File: src/rtl/div_unit32.sv
// div_unit32: 32-bit restoring divider producing one quotient bit per cycle, with valid/ready on both sides.
// Define DIV_UNIT32_SIGNED_EN to add two's-complement division selected by is_signed.
module div_unit32 (
    input  logic        clk,
    input  logic        rst_n,
    input  logic        in_valid,
    output logic        in_ready,
    input  logic [31:0] dividend,
    input  logic [31:0] divisor,
    input  logic        is_signed,
    output logic        out_valid,
    input  logic        out_ready,
    output logic [31:0] quotient,
    output logic [31:0] remainder,
    output logic        div_zero
);
    // Handshakes: a transfer happens on a rising clk edge where valid and ready are both 1.
    // in_ready is 1 only in IDLE, out_valid only in DONE; DONE holds its outputs until out_ready.
    typedef enum logic [1:0] {IDLE = 2'd0, CALC = 2'd1, DONE = 2'd2} state_t;

    state_t      state;
    logic [5:0]  step_cnt;
    logic [31:0] rem_q;
    logic [31:0] dvd_q;
    logic [31:0] dsr_q;

    // 33-bit a - b with 4-bit group generate/propagate borrow lookahead; returns {borrow_out, diff}.
    function automatic logic [33:0] sub33(input logic [32:0] a, input logic [32:0] b);
        logic [32:0] g;
        logic [32:0] p;
        logic [32:0] bw;
        logic [8:0]  gb;
        logic [3:0]  gg;
        logic [3:0]  pp;
        logic        c;
        g     = ~a & b;
        p     = ~(a ^ b);
        bw    = '0;
        gb    = '0;
        for (int k = 0; k < 8; k++) begin
            gg            = g[4*k +: 4];
            pp            = p[4*k +: 4];
            c             = gb[k];
            bw[4*k]       = c;
            bw[4*k+1]     = gg[0] | (pp[0] & c);
            bw[4*k+2]     = gg[1] | (pp[1] & gg[0]) | (pp[1] & pp[0] & c);
            bw[4*k+3]     = gg[2] | (pp[2] & gg[1]) | (pp[2] & pp[1] & gg[0])
                          | (pp[2] & pp[1] & pp[0] & c);
            gb[k+1]       = gg[3] | (pp[3] & gg[2]) | (pp[3] & pp[2] & gg[1])
                          | (pp[3] & pp[2] & pp[1] & gg[0]) | ((&pp) & c);
        end
        bw[32] = gb[8];
        return {g[32] | (p[32] & gb[8]), a ^ b ^ bw};
    endfunction

    logic [32:0] shifted;
    logic [33:0] sub_res;
    logic        qbit;
    logic [31:0] rem_next;
    logic [31:0] quo_next;
    logic [31:0] q_fin;
    logic [31:0] r_fin;
    logic [31:0] a_mag;
    logic [31:0] b_mag;
    logic        is_zero;
    logic        is_ovf;
    logic        unused_trial_msb;

    // The remainder stays below the divisor, so a set shifted[32] always means no borrow.
    assign shifted          = {rem_q, dvd_q[31]};
    assign sub_res          = sub33(shifted, {1'b0, dsr_q});
    assign qbit             = ~sub_res[33];
    assign rem_next         = qbit ? sub_res[31:0] : shifted[31:0];
    assign quo_next         = {dvd_q[30:0], qbit};
    assign unused_trial_msb = sub_res[32];
    assign is_zero          = (divisor == 32'd0);

`ifdef DIV_UNIT32_SIGNED_EN
    logic a_neg;
    logic b_neg;
    logic q_neg;
    logic r_neg;

    assign a_neg  = is_signed & dividend[31];
    assign b_neg  = is_signed & divisor[31];
    assign a_mag  = a_neg ? (32'd0 - dividend) : dividend;
    assign b_mag  = b_neg ? (32'd0 - divisor) : divisor;
    assign is_ovf = is_signed & (dividend == 32'h8000_0000) & (divisor == 32'hFFFF_FFFF);
    assign q_fin  = q_neg ? (32'd0 - quo_next) : quo_next;
    assign r_fin  = r_neg ? (32'd0 - rem_next) : rem_next;

    always_ff @(posedge clk or negedge rst_n) begin
        if (!rst_n) begin
            q_neg <= 1'b0;
            r_neg <= 1'b0;
        end else if (state == IDLE && in_valid) begin
            q_neg <= a_neg ^ b_neg;
            r_neg <= a_neg;
        end
    end
`else
    logic unused_is_signed;

    assign unused_is_signed = is_signed;
    assign a_mag            = dividend;
    assign b_mag            = divisor;
    assign is_ovf           = 1'b0;
    assign q_fin            = quo_next;
    assign r_fin            = rem_next;
`endif

    always_ff @(posedge clk or negedge rst_n) begin
        if (!rst_n) begin
            state     <= IDLE;
            step_cnt  <= 6'd0;
            rem_q     <= 32'd0;
            dvd_q     <= 32'd0;
            dsr_q     <= 32'd0;
            in_ready  <= 1'b1;
            out_valid <= 1'b0;
            quotient  <= 32'd0;
            remainder <= 32'd0;
            div_zero  <= 1'b0;
        end else begin
            case (state)
                IDLE: begin
                    if (in_valid) begin
                        in_ready <= 1'b0;
                        if (is_zero) begin
                            quotient  <= 32'hFFFF_FFFF;
                            remainder <= dividend;
                            div_zero  <= 1'b1;
                            out_valid <= 1'b1;
                            state     <= DONE;
                        end else if (is_ovf) begin
                            quotient  <= 32'h8000_0000;
                            remainder <= 32'd0;
                            div_zero  <= 1'b0;
                            out_valid <= 1'b1;
                            state     <= DONE;
                        end else begin
                            rem_q    <= 32'd0;
                            dvd_q    <= a_mag;
                            dsr_q    <= b_mag;
                            step_cnt <= 6'd0;
                            state    <= CALC;
                        end
                    end
                end
                CALC: begin
                    rem_q    <= rem_next;
                    dvd_q    <= quo_next;
                    step_cnt <= step_cnt + 6'd1;
                    if (step_cnt == 6'd31) begin
                        quotient  <= q_fin;
                        remainder <= r_fin;
                        div_zero  <= 1'b0;
                        out_valid <= 1'b1;
                        state     <= DONE;
                    end
                end
                DONE: begin
                    if (out_ready) begin
                        out_valid <= 1'b0;
                        in_ready  <= 1'b1;
                        state     <= IDLE;
                    end
                end
                default: begin
                    in_ready  <= 1'b1;
                    out_valid <= 1'b0;
                    state     <= IDLE;
                end
            endcase
        end
    end
endmodule

File: config.mk
export PLATFORM = sky130hd
export DESIGN_NAME = div_unit32
export DESIGN_NICKNAME = d
export VERILOG_FILES = /design/src/rtl/div_unit32.sv
export SDC_FILE = /design/constraint.sdc
export NUM_CORES = 1
export LEC_CHECK = 0
export CORE_MARGIN = 10
export CORE_UTILIZATION = 50
export DETAILED_ROUTE_END_ITERATION = 6
export PLACE_DENSITY = 0.85
export SETUP_SLACK_MARGIN = 0.2
export SYNTH_ARGS = -nofsm -noshare
export SYNTH_HDL_FRONTEND = slang
export SYNTH_SLANG_ARGS = --single-unit
export TNS_END_PERCENT = 1
File: constraint.sdc
create_clock -name clk -period 8.2 [get_ports clk]
set_input_delay 0.82 -clock clk [delete_from_list [all_inputs] [get_ports clk]]
set_output_delay 0.82 -clock clk [all_outputs]
set_load 0.05 [all_outputs]
**Word level (Yosys, flattened, before mapping)**

Index checks and enable logic that the tools add are counted.

- Add/subtract/negate cells: 1
- $mul: 0
- Divide/modulo/power cells: 0
- Magnitude comparators: 0
- Equal/unequal tests: 8
- Shifts and indexed selects: 0
- Mux-type cells: 33
- Bitwise operators: 200
- Reductions and logical operators: 16

Operators with widths:

| cell | count |
|---|---|
| $mux 32 | 11 |
| $pmux 32 s2 | 4 |
| $and 1x1->1 | 115 |
| $or 1x1->1 | 77 |
| $not 33->33 | 2 |
| $reduce_and 4->1 | 9 |
| $and 33x32->33 | 1 |
| $xor 33x32->33 | 1 |
| $logic_not 32->1 | 1 |
| $xor 32x32->32 | 1 |
| $mux 6 | 2 |
| $pmux 6 s2 | 1 |
| $reduce_and 3->1 | 4 |
| $ne 2x2->1 const B | 5 |
| $mux 2 | 4 |
| $mux 1 | 7 |
| $add 6x1->6 const B | 1 |
| $eq 6x5->1 const B | 1 |
| $pmux 1 s3 | 2 |
| $pmux 2 s3 | 1 |
| $not 1->1 | 3 |
| $eq 2x1->1 const B | 1 |
| $eq 2x2->1 const B | 1 |
| $logic_not 2->1 | 1 |
| 2 further kinds | 2 |

- Flip-flop bits (word level): 171
- Latch bits: 0
- Memory bits (writable): 0
- ROM bits: 0
- Output and inout bits: 67
- Word-level logic and storage cells: 268
- Memories: 0

**Logic depth before layout (Yosys ltp)**

- Depth in word-level cells: 25
- Gate-level depth with buffers: 14
- Mapped depth without buffers: 14

**Least setup slack after synthesis**

Ideal clock, no wire load.

- Kind: reg-to-reg
- Start: register rem_q[15]
- End: register remainder[25]
- Arrival time: 2824 ps
- Data required time: 8059 ps
- Path slack: 5235 ps
- Cell stages (with the launch flop): 14
- Clock period less this slack: 2965 ps
- Path through: dfrtp_1 inv_1 ha_1 and4_1 and3_1 a22oi_2 nand2_1 or2_2 a21o_1 fa_1 xor2_1 nor3_1 a31oi_1 a31oi_1

- Longest elaborated chain between the ends: 16
- Elaborated cells on any way between the ends: 23

Ends and longest elaborated chain:

| what | line | RTL |
|---|---|---|
| start: declaration | 23 | `logic [31:0] rem_q;` |
| start signal: assignment | 151 | `rem_q <= rem_next;` |
| $xor 33x32->33 / $not 33->33 (equally long branches) | - |  |
| $not 33->33 / $and 33x32->33 (equally long branches) | 37, 36 |  |
| $reduce_and 4->1 / $and 1x1->1 (equally long branches) | 50 | `\| (pp[3] & pp[2] & pp[1] & gg[0]) \| ((&pp) & c);` |
| $and 1x1->1 / $or 1x1->1 (equally long branches) | 50 |  |
| $or 1x1->1 (*) | 50 |  |
| $and 1x1->1 (*) | 50 |  |
| $or 1x1->1 (*) | 50 |  |
| $and 1x1->1 | 50 |  |
| $or 1x1->1 | 50 |  |
| $and 1x1->1 | 50 |  |
| $or 1x1->1 | 50 |  |
| $and 1x1->1 | 53 | `return {g[32] \| (p[32] & gb[8]), a ^ b ^ bw};` |
| $or 1x1->1 | 53 |  |
| $mux 32 (*) | 73 | `assign rem_next = qbit ? sub_res[31:0] : shifted[31:0];` |
| $mux 32 (*) | 154 | `if (step_cnt == 6'd31) begin` |
| $pmux 32 s2 (*) | 125 | `case (state)` |
| end signal: assignment | 131 | `remainder <= dividend;` |
| end signal: assignment | 156 | `remainder <= r_fin;` |
| end: declaration | 14 | `output logic [31:0] remainder,` |

Mark *: on every way between the ends. The rest lies on a longest branch, timed or not. The select of a mux whose other input is x is not followed.
A chain may end at the register's enable or synchronous reset.

**Worst setup path in the final report**

- Start: input divisor[1]
- End: register remainder[26]

- Longest elaborated chain between the ends: 3

Ends and longest elaborated chain:

| what | line | RTL |
|---|---|---|
| start: declaration | 9 | `input logic [31:0] divisor,` |
| $logic_not 32->1 | 76 | `assign is_zero = (divisor == 32'd0);` |
| $ne 2x2->1 (no line) | - |  |
| $reduce_and 4->1 (no line) | - |  |

No other way between the ends.

==> summary.md <==
| Metric | Value |
|---|---|
| Met2 Use GR | 0.301 |
| GR Layer Usage met1 | 0.265 |
| Placed Cells | 1232 |
| First-pass GRT wire length | 37.6 mm |
| Fmax | 236 MHz |
| MaxCap Viol Count | 0 |
| Area leader, netlist | dfrtp_1 |
| RSZ-0062 raised after global routing | false |
| CP startpoint kind | input port |
| CTS hold repair buffers | 0 |
| Minimum clock period | 4240 ps |
| Final hold violations | 0 |
| Clock latency on the worst-skew pair | 430 ps |
| Clock-pin slew on the worst setup and hold paths | 60 ps |
| Post-synthesis sequential area ratio | 0.489 |
| Synth Area per Inst | 9.56 sq um |
| Async SR Flop Fraction | 1.00 |
| CP Class | input port to flop |
| PortBufs | 134 |
| Die width | 152 um |
| Die area | 23200 sq um |
| Post-DP Area | 10300 sq um |
| CTS buffer count | 17 |
| Status | finished, final reports clean |
| Initial antenna violation count | 0 |
| Gr ovfl total | 0 |
| Fin crit share | 0.517 |
| Setup_tns | 0 ps |
| Clock Skew | 10.5 ps |
| H-Tree Depth | 4 |
| Post-CTS Resized | 0 |
| Core Region | 17200 sq um |
| GRT Overall Usage | 0.196 |
| Initial core utilization | 0.508 |
| Pin count of the biggest net entering global routing | 114 |
| Share of layout cells above drive strength 1 | 0.0953 |
| Final setup fails | 0 |
| Via/cell ratio | 5.79 |
| Most frequent cell after synthesis | dfrtp_1 |
| Worst hold path class | flop to flop |
| Antenna cells | 0 |
| Area Growth Syn to Fin | 24.0% |
| #FFs+latches synth | 171 |
| Min Hold Slack | 487 ps |
| Synth Cell Area | 8760 sq um |
| Slew Limit Headroom | 0.306 |
| CTS sink cnt | 171 |
| Busiest layer in global routing | met2 |
| Commonest cells in the netlist | dfrtp_1 (170), nor2_1 (157), nand2_1 (106), a31oi_1 (62), a21oi_1 (57) |
| Nets | 1136 |
| Final HPWL DP | 16.2 mm |
| CTS tree | yes |
| Req. time, crit path | 8550 ps |
| Number of global-route vias before repair | 6971 |
| Chip height | 152 um |
| Slew @ Worst Pin | 1040 ps |
| IO Pins | 136 |
| EDFF count, synth | 0 |
| Post-CTS Setup Inserts | 0 |
| Critical-path maximum fanout | 81 |
| Clock Tree Root | clkbuf_16 |
| Gate Count Post-Synth | 916 |
| Post-DRT Antenna Nets | 0 |
| Max Buffers Root-to-Sink | 2 |
| Non-Filler Instances | 1264 |
| Synth top area cells | dfrtp_1 (49%), nor2_1 (6.7%), ha_1 (4.7%), nand2_1 (4.5%), a31oi_1 (4.4%) |
| GPL Wtd Cong | 0.892 |
| Synth Flop Type | dfrtp_1 |
| Post-synth cell types | 66 |
| Final WL | 23.1 mm |
| Design Area, Final | 10900 sq um |
| # fillers | 1376 |
| Net Count, Synth | 1026 |
| Slew Viols, Final | 0 |
| DRC violations left | 0 |
| Cell Rows | 48 |
| Total iterations of the first detailed-routing run | 5 |
| Met3 track demand over resource | 0.0474 |
| Signal arrival time at the worst endpoint | 4590 ps |
| Worst Setup End Kind | flop |
| 1st-iter DRT viols | 521 |
| Via count | 7315 |
| WL per Instance | 18.2 um |
| Synth top area share | 0.486 |
| Syn. warnings | 0 |
## per-layer routing
layer  routed length (um)  share of wire  up-vias
met4                  482          0.021        0
met2                10600           0.46      273
met1                10300           0.45     3550
met3                 1620          0.070       36
met5                    0              0        -
li1                     -              -     3456
## worst paths after layout
check / cells after the start / end / startpoint / slack [ps]
hold reg to reg: 1 / rem_q[11]$_DFFE_PN0P_ / rem_q[11]$_DFFE_PN0P_ / 490
hold / removal: 1 / rem_q[11]$_DFFE_PN0P_ / rem_q[11]$_DFFE_PN0P_ / 490
max in group asynchronous: 2 / rem_q[22]$_DFFE_PN0P_ / rst_n / 6350
setup reg to reg: 12 / rem_q[21]$_DFFE_PN0P_ / rem_q[12]$_DFFE_PN0P_ / 4580
setup / recovery: 11 / remainder[26]$_DFFE_PN0P_ / divisor[1] / 3960
min in group asynchronous: 1 / quotient[27]$_DFFE_PN0P_ / rst_n / 510
## logic make-up (layout without fill, tap and decap cells)
group,after synthesis,in the layout,share of synthesized area
adder cells (fa/ha/maj),41,41,0.0654
buffers and inverters,91,214,0.0426
AO/OA/AOI/OAI,225,225,0.171
multiplexers,45,45,0.0563
XOR/XNOR,24,24,0.0240
flip-flops,171,171,0.489
AND/OR/NAND/NOR,319,319,0.152
## final cells by class
type / instances / area, sq um / share of cell area
well taps: 225 / 282 / 0.0259
clock buffers: 19 / 443 / 0.0408
repair buffers: 142 / 1400 / 0.129
inverters: 40 / 150 / 0.0138
multi-input cells: 654 / 4140 / 0.381
clock inverters: 13 / 164 / 0.0151
flip-flops and latches: 171 / 4280 / 0.394
## per-stage QoR
stage	util	setup slack, ps
after CTS	0.630	4030
after global placement	0.595	3590
after detailed placement	0.595	3580
after floorplan	-	5240
final	0.630	3960
after global routing	0.630	3730
## worst max-delay path: stages
cell	delay, ps
clkdlybuf4s50_1	430
nor4_1	510
nand4_1	390
nor2_1	230
nand3_1	150
a21oi_4	170
buf_4	430
buf_4	700
and2_1	410
a221oi_1	140
a31oi_1	170
## flip-flops by register name (all words and copies together), names as in the netlist, 2 cells and up
| register | count |
|---|---|
| rem_q | 32 |
| step_cnt | 6 |
| state | 2 |
| dsr_q | 32 |
| quotient | 32 |
| dvd_q | 32 |
| remainder | 32 |
## placed cells by master (no fill, tap or decap), drive strengths merged, types with 8 or more instances in the layout
master	Yosys	final
nand3	8	8
ha	33	33
o21ai	40	40
buf	14	9
mux2	34	34
o211ai	13	13
nor3	15	15
a21oi	58	58
a31oi	62	62
nor2	157	157
nand2	106	106
clkdlybuf4s50	0	133
nor4	9	9
inv	39	42
clkbuf	37	19
xor2	18	18
o22ai	9	9
dfrtp	170	170
fa	8	8
mux2i	11	11
Power is not shown: default switching activity piles up to over one toggle a cycle in this logic, so the estimate is an artifact.
